--- config.mk ---
export PLATFORM = sky130hd
export DESIGN_NAME = cache_burst_addr_encoder
export DESIGN_NICKNAME = d
export VERILOG_FILES = /design/src/rtl/cache_burst_addr_encoder.sv
export SDC_FILE = /design/constraint.sdc
export NUM_CORES = 1
export LEC_CHECK = 0
export ABC_AREA = 1
export BUFFER_PORTS_ARGS = -buffer_cell sky130_fd_sc_hd__clkbuf_2
export CAP_MARGIN = 20
export CORE_ASPECT_RATIO = 0.6
export CORE_MARGIN = 3
export CORE_UTILIZATION = 39
export CTS_CLUSTER_SIZE = 40
export DETAILED_ROUTE_END_ITERATION = 10
export PLACE_DENSITY_LB_ADDON = 0.15
export SLEW_MARGIN = 20
export SYNTH_ARGS = -nofsm -noshare
export SYNTH_HDL_FRONTEND = slang
export SYNTH_SLANG_ARGS = --single-unit
export TNS_END_PERCENT = 5
--- constraint.sdc ---
create_clock -name clk_i -period 1 [get_ports clk_i]
set_input_delay 0.1 -clock clk_i [delete_from_list [all_inputs] [get_ports clk_i]]
set_output_delay 0.1 -clock clk_i [all_outputs]
set_load 0.01 [all_outputs]
--- src/rtl/cache_burst_addr_encoder.sv ---
// cache_burst_addr_encoder: expands one block request into a critical-word-first burst of word addresses
// Ports:
//   clk_i, rst_i                    clock, synchronous active-high reset
//   req_valid_i/req_ready_o         block request handshake (ready only while idle)
//   req_tag_i/req_set_index_i       block location
//   req_start_word_i                first word of the burst
//   addr_valid_o/addr_ready_i       beat handshake
//   addr_o, addr_word_index_o       word-aligned byte address and word index of the beat
//   addr_last_o                     final beat of the burst
//   done_o                          one-cycle pulse after the final beat
//   busy_o                          burst in progress
module cache_burst_addr_encoder #(
  parameter int WORD_CAPACITY   = 8,
  parameter int WORDS_PER_BLOCK = 4,
  parameter int WAY_COUNT       = 1,
  parameter int ADDR_BITS       = 32,
  parameter int WORD_BITS       = 32,
  localparam int SET_COUNT = WORD_CAPACITY / WORDS_PER_BLOCK / WAY_COUNT,
  localparam int SB = $clog2(SET_COUNT),
  localparam int WB = $clog2(WORDS_PER_BLOCK),
  localparam int BB = $clog2(WORD_BITS / 8),
  localparam int TB = ADDR_BITS - SB - WB - BB
) (
  input  logic                 clk_i,
  input  logic                 rst_i,
  input  logic                 req_valid_i,
  output logic                 req_ready_o,
  input  logic [TB-1:0]        req_tag_i,
  input  logic [SB-1:0]        req_set_index_i,
  input  logic [WB-1:0]        req_start_word_i,
  output logic                 addr_valid_o,
  input  logic                 addr_ready_i,
  output logic [ADDR_BITS-1:0] addr_o,
  output logic [WB-1:0]        addr_word_index_o,
  output logic                 addr_last_o,
  output logic                 done_o,
  output logic                 busy_o
);
  typedef enum logic {IDLE, BURST} state_t;
  state_t state_q, state_d;
  logic [TB-1:0] tag_q;
  logic [SB-1:0] set_q;
  logic [WB-1:0] word_q;
  logic [WB-1:0] beat_q;
  logic          done_q;
  logic          last;
  logic          accept;
  logic          beat_hs;
  assign last    = beat_q == WB'(WORDS_PER_BLOCK - 1);
  assign accept  = req_valid_i && req_ready_o;
  assign beat_hs = addr_valid_o && addr_ready_i;
  always_ff @(posedge clk_i)
    if (rst_i) state_q <= IDLE;
    else state_q <= state_d;
  always_comb
    state_d = (state_q == IDLE) ? (req_valid_i ? BURST : IDLE)
                                : ((addr_ready_i && last) ? IDLE : BURST);
  always_comb begin
    req_ready_o  = state_q == IDLE;
    addr_valid_o = state_q == BURST;
    busy_o       = state_q == BURST;
    addr_last_o  = (state_q == BURST) && last;
    done_o       = done_q;
  end
  // word counter is exactly WB bits wide, so the increment wraps modulo WORDS_PER_BLOCK
  always_ff @(posedge clk_i)
    if (rst_i) begin
      tag_q  <= '0;
      set_q  <= '0;
      word_q <= '0;
      beat_q <= '0;
      done_q <= 1'b0;
    end else begin
      done_q <= beat_hs && last;
      if (accept) begin
        tag_q  <= req_tag_i;
        set_q  <= req_set_index_i;
        word_q <= req_start_word_i;
        beat_q <= '0;
      end else if (beat_hs) begin
        word_q <= word_q + 1'b1;
        beat_q <= beat_q + 1'b1;
      end
    end
  // shift instead of a zero-replication so WORD_BITS=8 (BB=0) still elaborates
  assign addr_o            = ADDR_BITS'({tag_q, set_q, word_q}) << BB;
  assign addr_word_index_o = word_q;
endmodule

==> run_results.csv <==
group,metric,value,unit
clock_tree,clock_latency,280,ps
synthesis,synthCells,170,
die,die_h,50.7,um
placed_design,io_buffers,70,
final_layout,final_layout_size_suffix_gt1_share,39.6,%
die,row_count,15,
sta,setup_viol,2,
clock_tree,path_clk_slew,70,ps
grt,grt_overflow_total,0,
sta,min_period,1060,ps
die,dieArea,4080,um^2
final_layout,n_antenna_cell,0,
setup_path,r2r_cells,4,
grt,grt_use_total,16.0,%
setup_path,crit_type,"reg2out",
synthesis,ys_top_cells_by_area,"dfxtp_1 (52%), nor2_1 (18%), o21ai_0 (11%)",
placed_design,placed_cells,277,
sta,finClkSkew,2.22,ps
hold_path,holdPathEnd,"tag_q[8]",
run,maxCapViolCount,0,
setup_path,reg2reg_from,"addr_valid_o",
setup_path,r2r-end,"tag_q[24]",
synthesis,synth_top_area_cell,"dfxtp_1",
sta,fin_ws,-57.6,ps
sta,hold_viol,0,
setup_path,slowest_delay,360,ps
die,core,3020,um^2
setup_path,worst_path_most_repeated_cell,"buf_6",
setup_path,arrival,960,ps
synthesis,synthesis.area,1300,um^2
hold_path,min_path_type,"in2reg",
synthesis,synth_cell_type_count,20,
synthesis,synth_warnings,0,
clock_tree,cts_buffers,5,
routing,dr.pass1.iters,4,
setup_path,cp_slowest_cell,"dfxtp_4",
pwr,cellPowerDensity,1640,nW/um^2
placed_design,hpwlAfterDp,2.33,mm
routing,postRouteAntennaNets,0,
die,initial_core_util,43.0,%
final_layout,syn2layout_area_growth,43.9,%
hold_path,hold_start,"req_tag_i[8]",
grt,grt_pass1_wl,5.07,mm
grt,antenna_found_initial,0,
pwr,p_leak,0.000951,uW
synthesis,yosysSeqAreaShare,52.4,%
clock_tree,cts.sinks,34,
die,io_pins,73,
routing,drt_iter0_drc,31,
setup_path,start_kind,"flip-flop",
sta,worst_hold_slack,57.6,ps
final_layout,layout_commonest_cell,"clkbuf_2",
sta,period_share,106,%
routing,drt_wl_total,3.04,mm
status,violations,"negative setup slack",
clock_tree,cts_tree,"done",
sta,fin_tns_setup,-104,ps
final_layout,finalNonFillerCells,287,
clock_tree,cts_root_buf,"clkbuf_8",
pwr,peakVddDrop,0.855,mV
grt,grt_pass1_vias,1180,
grt,grt_max_degree,27,
sta,rsz0062_at_grt,"true",
clock_tree,h-tree-depth,2,
routing,routedWlPerCell,10.6,um
setup_path,cp-end-kind,"output pin",
setup_path,reg2reg_setup_slack,10,ps
synthesis,syn_avg_cell_area,7.64,um^2
status,status,"finished, violations left",
clock_tree,ctsLongestPathBuffers,2,
setup_path,cp.required,900,ps
setup_path,critical_path.cell_chain,"buf_6 > nand2_2 > inv_2 > buf_6",
final_layout,layout_common_cells,"clkbuf_2 (69), nor2_1 (64), dfxtp_1 (31)",
sta,fmaxAchievable,0.946,GHz
placed_design,place_congestion,0.802,
routing,dr_total_vias,1273,
routing,drc,0,
hold_path,min_delay_path_depth,3,
synthesis,synth_top_area_share,52.4,%
final_layout,fin_nets,279,
synthesis,ys_ff_latch,34,
placed_design,place_area,1710,um^2
setup_path,path_max_fanout,5,
sta,final_max_slew_viol_count,0,
die,die_w,80.5,um
routing,routed_via_density,4.44,
final_layout,design_area,1870,um^2
-- report_power, final --
part	internal (uW)	switching, uW
sequential	1460	60.0
clock	555	463
combinational	253	278
total	2260	802
-- sequential cells by signal, summed over array words and instances (netlist names) --
register           count
addr_valid_o           1
tag_q                 27
set_q                  1
done_o                 1
beat_q                 2
addr_word_index_o      2
-- Yosys cell counts --
master,number
nor2_1,64
dfxtp_1,34
o21ai_0,28
nand2_1,10
buf_4,8
inv_1,5
clkbuf_1,3
nand3_1,3
a21oi_1,2
buf_2,2
inv_2,2
buf_6,1
clkbuf_2,1
conb_1,1
ha_1,1
nand2_2,1
nand3b_1,1
nand4_1,1
nor2_2,1
xor2_1,1
-- per-stage QoR --
step           worst slack (ps)  power (uW)  util, %
3_3_place_gp               27.6        2060     56.7
6_report                  -57.6        3070     61.9
5_1_grt                    -100        3240     61.9
3_5_place_dp               26.2        2060     56.7
2_1_floorplan              1.26        1830        -
4_1_cts                   -79.4        3100     61.2
-- area by class of cell --
cell class                 instances  area, um^2
tap                               42        52.6
timing repair buffer              81         494
inverter                           7        26.3
clock inverter                     1        5.00
multi-input combinational        115         518
clock buffer                       7        86.3
sequential                        34         687
fill                             287        1150
-- worst max-delay path by stage --
stage                             from                    to  slack (ps)
after floorplan           addr_valid_o  addr_word_index_o[1]           1
after global placement    addr_valid_o             tag_q[23]          30
after detailed placement  addr_valid_o              tag_q[7]          30
after CTS                    beat_q[0]           addr_last_o         -80
after global routing         beat_q[1]           addr_last_o        -100
final                     addr_valid_o           addr_last_o         -60
-- critical path: cells and delay by family (launching register included) --
family | cells | cell delay [ps]
buf+inv | 3 | 260
simple gates | 1 | 60
flops | 1 | 360
-- layer usage --
| metal | part of all wire, % | wire length (um) | global-route usage [%] |
|---|---|---|---|
| met4 | 0.96 | 29 | 5.90 |
| met5 | 0 | 0 | 0 |
| met2 | 42 | 1280 | 24.3 |
| met1 | 49 | 1500 | 21.1 |
| met3 | 7.6 | 230 | 5.38 |
-- logic make-up (layout without fill, tap and decap cells) --
| kind of cell | count (synthesis) | after routing | share of synthesized area (%) |
|---|---|---|---|
| and+or+nand+nor | 81 | 81 | 24.6 |
| other | 1 | 2 | 0.289 |
| adders and majority gates | 1 | 1 | 0.963 |
| AOI/OAI and AO/OA | 30 | 30 | 11.6 |
| xor gates and xnor gates | 1 | 1 | 0.674 |
| buffers and inverters | 22 | 96 | 9.54 |
| DFF | 34 | 34 | 52.4 |
-- timing repair --
item	in CTS	in global routing
gates cloned	0	0
resized for setup	8	10
setup endpoints to repair	4	34
pin swaps	0	2
buffers inserted	1	0
hold endpoints to repair	2	0
hold buffers	1	0
No activity file was read; power rests on OpenSTA's default activity.
